[src/rtl/bus_gate_arbiter.sv]
// Round-robin bus arbiter for the four CPU gate sources (PC, MDR, ALU, MARMUX).
// Registered one-hot grant, one dead cycle between owners, bounded hold under contention.
module bus_gate_arbiter #(
  parameter int N        = 16,
  parameter int MAX_HOLD = 8
) (
  input  logic         Clk,
  input  logic         Reset_n,
  input  logic [3:0]   Req,
  input  logic [N-1:0] Src0_In,
  input  logic [N-1:0] Src1_In,
  input  logic [N-1:0] Src2_In,
  input  logic [N-1:0] Src3_In,
  output logic [3:0]   Gnt,
  output logic [1:0]   Owner,
  output logic         Bus_Valid,
  output logic [N-1:0] Bus_Out,
  output logic         Preempt
);

  typedef enum logic [1:0] {
    IDLE  = 2'b00,
    GRANT = 2'b01,
    TURN  = 2'b10
  } state_t;

  localparam logic [7:0] HOLD_LAST = 8'(MAX_HOLD - 1);

  state_t     state, state_d;
  logic [3:0] gnt_d;
  logic [1:0] owner_d;
  logic [7:0] hold_cnt, hold_d;
  logic [1:0] winner;
  logic       owner_req, others_req;

  // Scan starts just above the last owner, so the last owner is checked last.
  always_comb begin
    logic [1:0] idx;
    logic       found;
    winner = Owner;
    found  = 1'b0;
    idx    = Owner;
    for (int i = 1; i <= 4; i++) begin
      idx = Owner + 2'(i);
      if (!found && Req[idx]) begin
        winner = idx;
        found  = 1'b1;
      end
    end
  end

  assign owner_req  = Req[Owner];
  assign others_req = |(Req & ~(4'b0001 << Owner));

  // A releasing owner is never counted as preempted.
  assign Preempt = (state == GRANT) && owner_req && (hold_cnt == HOLD_LAST) && others_req;

  always_comb begin
    // NOTE: every output of this block gets a default first so no path leaves one unassigned (no latches).
    state_d = state;
    gnt_d   = Gnt;
    owner_d = Owner;
    hold_d  = hold_cnt;
    unique case (state)
      IDLE, TURN: begin
        hold_d = '0;
        if (|Req) begin
          state_d = GRANT;
          gnt_d   = 4'b0001 << winner;
          owner_d = winner;
        end else begin
          state_d = IDLE;
          gnt_d   = '0;
        end
      end
      GRANT: begin
        gnt_d = 4'b0001 << Owner;
        if (!owner_req || Preempt) begin
          state_d = TURN;
          gnt_d   = '0;
          hold_d  = '0;
        end else if (hold_cnt != HOLD_LAST) begin
          hold_d = hold_cnt + 8'd1;
        end
      end
      default: begin
        state_d = IDLE;
        gnt_d   = '0;
        hold_d  = '0;
      end
    endcase
  end

  // NOTE: sequential state uses non-blocking assignments so all registers update together on the edge.
  always_ff @(posedge Clk or negedge Reset_n) begin
    if (!Reset_n) begin
      state    <= IDLE;
      Gnt      <= '0;
      Owner    <= 2'b11;
      hold_cnt <= '0;
    end else begin
      state    <= state_d;
      Gnt      <= gnt_d;
      Owner    <= owner_d;
      hold_cnt <= hold_d;
    end
  end

  assign Bus_Valid = |Gnt;

  always_comb begin
    unique case (Gnt)
      4'b0001: Bus_Out = Src0_In;
      4'b0010: Bus_Out = Src1_In;
      4'b0100: Bus_Out = Src2_In;
      4'b1000: Bus_Out = Src3_In;
      default: Bus_Out = '0;
    endcase
  end

endmodule

[config.mk]
export PLATFORM = sky130hd
export DESIGN_NAME = bus_gate_arbiter
export DESIGN_NICKNAME = d
export VERILOG_FILES = /design/src/rtl/bus_gate_arbiter.sv
export SDC_FILE = /design/constraint.sdc
export NUM_CORES = 1
export LEC_CHECK = 0
export CAP_MARGIN = 0
export CORE_MARGIN = 2
export CORE_UTILIZATION = 40
export CTS_BUF_LIST = sky130_fd_sc_hd__clkbuf_16
export DETAILED_ROUTE_END_ITERATION = 10
export HOLD_SLACK_MARGIN = 0.15
export PLACE_DENSITY = 0.95
export SLEW_MARGIN = 30
export SYNTH_ARGS = -nofsm -noshare
export SYNTH_HDL_FRONTEND = slang
export SYNTH_SLANG_ARGS = --single-unit
[constraint.sdc]
create_clock -name Clk -period 7.1 [get_ports Clk]
set_clock_uncertainty 0.2 [all_clocks]
set_input_delay 1.42 -clock Clk [delete_from_list [all_inputs] [get_ports Clk]]
set_output_delay 1.42 -clock Clk [all_outputs]
set_load 0.005 [all_outputs]
# Yosys cells after proc, flatten, opt, wreduce, memory -nomap -nowiden
# Cells that the tools add are included.
[word_totals] reg_bits=16 latchBits=0 ramBits=0 rom_bits=0 inputBits=70 out_inout_bits=24 memories=0
[op_classes] addsub=4 mul=0 n_div=0 n_lt_le_gt_ge=4 n_eq_ne=10 n_shift=2 muxes=25 bitwise=2 n_reduce_logical=17
[ops] op="$pmux 16 s4" count=1
[ops] op="$mux 8" count=3
[ops] op="$lt 2x3->1 const B" count=4
[ops] op="$reduce_or 4->1" count=3
[ops] op="$mux 2" count=5
[ops] op="$add 8x1->8 const B" count=1
[ops] op="$bmux 1 s2" count=4
[ops] op="$eq 8x3->1 const B" count=1
[ops] op="$mux 1" count=8
[ops] op="$mux 4" count=2
[ops] op="$ne 8x3->1 const B" count=1
[ops] op="$pmux 4 s2" count=1
[ops] op="$shl 1x2->4 const A" count=2
[ops] op="$logic_and 1x1->1" count=6
[ops] op="$add 2x2->2 const B" count=2
[ops] op="$and 4x4->4" count=1
[ops] op="$eq 4x1->1 const B" count=1
[ops] op="$eq 4x2->1 const B" count=1
[ops] op="$eq 4x3->1 const B" count=1
[ops] op="$eq 4x4->1 const B" count=1
[ops] op="$logic_not 1->1" count=4
[ops] op="$not 4->4" count=1
[ops] op="$pmux 2 s2" count=1
[ops] op="$ne 3x1->1 const B" count=1
[ops] op="other kinds (8)" count=8

# Depth between registers and ports, before layout
[depth] depth_word=16 ltp_mapped=9 ltp_nobuf=7

# Least setup slack after synthesis
# No wires, ideal clock.
[synth_timing] path_type="input to output" from="input port Req[1]" to="output port Preempt" arrival_ps=2353 required_time_ps=5480 setup_slack_ps=3127 path_stages=4 n_path_buf=1 cell_sequence="buf_2 mux4_1 nand3b_1 nor2_1"
[synth_via] elab_chain_len=5 elab_cells_between_ends=7 cone_classes="mux: 2; bitwise: 1; reduce/logical: 4"
[synth_lines] element="start: declaration" line_no="9" source="input logic [3:0] Req,"
[synth_lines] element="$bmux 1 s2" line_no="52" source="assign owner_req = Req[Owner];"
[synth_lines] element="$mux 1 (not written as such)" line_no="52"
[synth_lines] element="$logic_and 1x1->1 (2 in a row)" line_no="56" source="assign Preempt = (state == GRANT) && owner_req && (hold_cnt == HOLD_LAST) && others_req;"
[synth_lines] element="$logic_and 1x1->1 (*)" line_no="56"
[synth_lines] element="end: declaration" line_no="18" source="output logic Preempt"
# Mark *: on every way between the ends. The rest lies on a longest branch, timed or not. The select of a mux whose other input is x is not followed.

# Final worst setup path
[layout_timing] from="input port Req[2]" to="output port Preempt"
# Same word-level chain as after synthesis.

==> impl_results.md <==
* Area share of the largest cell type after synthesis at approximately a quarter
* Critical path buffers and inverters at 2
* First-pass GRT wire length at around 7700 um
* DRT iter0 DRCs at 70
* Post-route minimum period at slightly below 5 ns
* GRT Overall Usage at a little under a quarter
* Most used flip-flop cell after synthesis: dfrtp_1
* Crit share post-route at about 70%
* Mapped Nets at 240
* CTS Buffer Depth at 2
* Post-CTS Setup Bufs at 0
* Grt total ovfl at 0
* Reg clk slew, reported paths at approximately 0.04 ns
* Slew HR at between 50% and 60%
* CP cell instances: clkdlybuf4s50_1 -> mux4_1 -> nand3b_1 -> nor2_1 -> clkdlybuf4s50_1
* Synthesized area at 1470 um2
* FP Rows at 22
* Most numerous cell in the Yosys netlist: a22oi_1
* Vias in the first global route at about 1600
* Initial Utilization at about two fifths
* CP delay by family, top: buffers and inverters
* Multi-input gate area at roughly 1000 um2
* Final Hold Vio Count at 0
* Later-pin clock latency in the skew report at about 0.25 ns
* Core Area at about 3600 um2
* Sequential Area at approximately 400 um2
* Die H at between 60 and 70 um
* CP Max Fanout at 10
* Startpoint class of the critical path: primary input
* Detailed placement HPWL at 3930 um
* Drt total wl at between 4000 and 5000 um
* Share of cells above drive strength 1 at 8.17%
* Leak Pwr at approximately 1.0 nW
* TritonCTS clock tree: yes
* Antenna Nets Post-Route at 0
* DRT Pass-1 Iters at 4
* Clock Sinks at 16
* Avg WL per Cell at 16.0 um
* Number of synthesis warnings at 0
* # DRC at 0
* Largest family of logic cells by synthesized area: compound AO/OA/AOI/OAI gates
* Hold Crit Class: register to register
* Crit-path slowest cell: mux4_1
* Max Slew Vio Count at 0
* Synth Area in Adders at 4.26%
* Data required time of the worst path at 5.48 ns
* Synthesized area per cell at a little under 9 um2
* Compound-Gate Fraction of Synth Area at between 20 and 30%
* Overall power at 0.782 mW
* Commonest cells in the synthesized netlist: 32 x a22oi_1, 17 x nand2_1, 14 x dfrtp_1, 14 x nor2_1, 8 x inv_1
* Vias per Instance at about 5.5
* Antenna violations before repair at 0
* Highest clock rate at 202 MHz
* TritonCTS Buffers at 3
* Arrival @ worst endpoint at 3.34 ns
* CTS hold repair buffers at 0
* Chip Width at around 65 um
* Post-synthesis share of cell area spent on and, or, nand and nor gates at between 20% and 30%
* Max VDD drop at roughly 0.28 mV
* Largest net degree at the start of global routing at 17
* Top post-synthesis cells by area: dfrtp_1 24%, a22oi_1 16%, nand2_1 4.3%
* Vias at roughly 1700
* Status: completed
* Post-Route Setup TNS at 0 ns
* Distinct cells, synth at between 40 and 50
* Unrepaired setup endpoints after global routing: false
* Ports at 94
* Number of flops mapped to enable cells by yosys at 0
* Worst slew pin tran at just under 0.7 ns
* Nets at approximately 330
* Area leader, netlist: dfrtp_1
* CP Capture Type: output pin
* Endpoints failing setup at 0
* Filler cells at between 200 and 300
* Area growth from synthesis to layout at 72.6%
* CP peak stage delay at approximately 0.61 ns
* Cells after Synth at 165
* Crit path top cell by count: clkdlybuf4s50_1
* Yosys reg bits at 16
* Max Cap Viol at 0
* Register area share after synthesis at 27.4%
* CTS-repair resized insts at 0
* Post-synthesis xor/xnor area fraction at roughly 4.2%
* Final core occ at about 70%
* Input/output buffers at 93
* CTS H-tree lvls at 1
* Placer Congestion at 0.895
* Die area at between 4000 and 5000 um2
* Ys async rst share at between 90% and 100%
* N_diodes at 0
* Multiplexer area fraction after synthesis at 10.1%
* Crit Path Class: primary input to output pin
* PwrDens at just over 300 nW/um2
* CTS root buf: clkbuf_16
-- final timing paths --
kind	startpoint	end	slack (ns)	cells past startpoint
worst min register to register	state[1]$_DFFE_PN0P_	state[1]$_DFFE_PN0P_	0.24	1
min in group asynchronous	Reset_n	hold_cnt[2]$_DFFE_PN0P_	1.37	1
worst max register to register	Owner[0]$_DFFE_PN1P_	Gnt[2]$_DFF_PN0_	4.02	7
max in group asynchronous	Reset_n	hold_cnt[0]$_DFFE_PN0P_	4.91	1
worst min-delay path	state[1]$_DFFE_PN0P_	state[1]$_DFFE_PN0P_	0.24	1
worst max-delay path	Req[2]	Preempt	2.14	5
-- metal layers --
layer  track usage (%)  up-vias  wire [um]
met3              6.77        7        399
li1                  -      823          -
met5                 0        -          0
met1              27.9      787       2010
met4              5.32        0         72
met2              41.5       70       2410
-- worst register-to-register path, cell delays in order (launching register included) --
cell	delay [ns]
dfstp_2	0.70
inv_1	0.20
ha_1	0.53
mux4_2	0.61
nor2_4	0.15
o21ai_2	0.07
a32o_1	0.24
a32o_1	0.27
-- layout by cell type, fill, tap and decap left out, types with 3 or more instances in the layout --
cell	n
inv_1	8
buf_4	4
nor2_1	14
mux2i_1	5
clkdlybuf4s50_1	93
o21ai_0	5
ha_1	5
nor4b_2	4
nand2_1	17
nand3_1	4
dfrtp_1	14
a32o_1	3
xor2_1	5
nor3_1	4
clkbuf_16	3
a21oi_1	3
a22oi_1	32
-- final cells by class --
| type | instances | area share (%) |
|---|---|---|
| inverter | 8 | 1.18 |
| tap | 48 | 2.37 |
| timing repair buffer | 97 | 37.9 |
| multi-input combinational | 132 | 39.5 |
| clock buffer | 3 | 2.96 |
| sequential | 16 | 15.9 |
| clock inverter | 1 | 0.148 |
-- logic make-up (layout without fill, tap and decap cells) --
family,Yosys count,in the layout
simple gates,56,56
compound gates,55,55
flops,16,16
fa+ha+maj,5,5
buf+inv,17,109
mux,9,9
xor+xnor,7,7
-- report_power, final --
part           switching [mW]  leakage [nW]  total (mW)  internal [mW]
registers              0.0407         0.210       0.161          0.120
clock network          0.0325        0.0385       0.107         0.0745
logic                   0.232         0.796       0.514          0.282
-- state kept, by name (all words and copies together), names as in the netlist --
name      cells
hold_cnt      8
Gnt           4
state         2
Owner         2
-- stage by stage --
stage | cell area [um2] | cells | setup slack [ns] | hold WS, ns
6_report | 2530 | 305 | 2.14 | 0.237
5_1_grt | 2530 | 305 | 2.07 | 0.257
2_1_floorplan | 1470 | 165 | 3.13 | 0.199
4_1_cts | 2530 | 305 | 2.14 | 0.234
3_3_place_gp | 2460 | 301 | 2.20 | 0.209
3_5_place_dp | 2460 | 301 | 2.14 | 0.228
(Power assumes the default switching activity.)
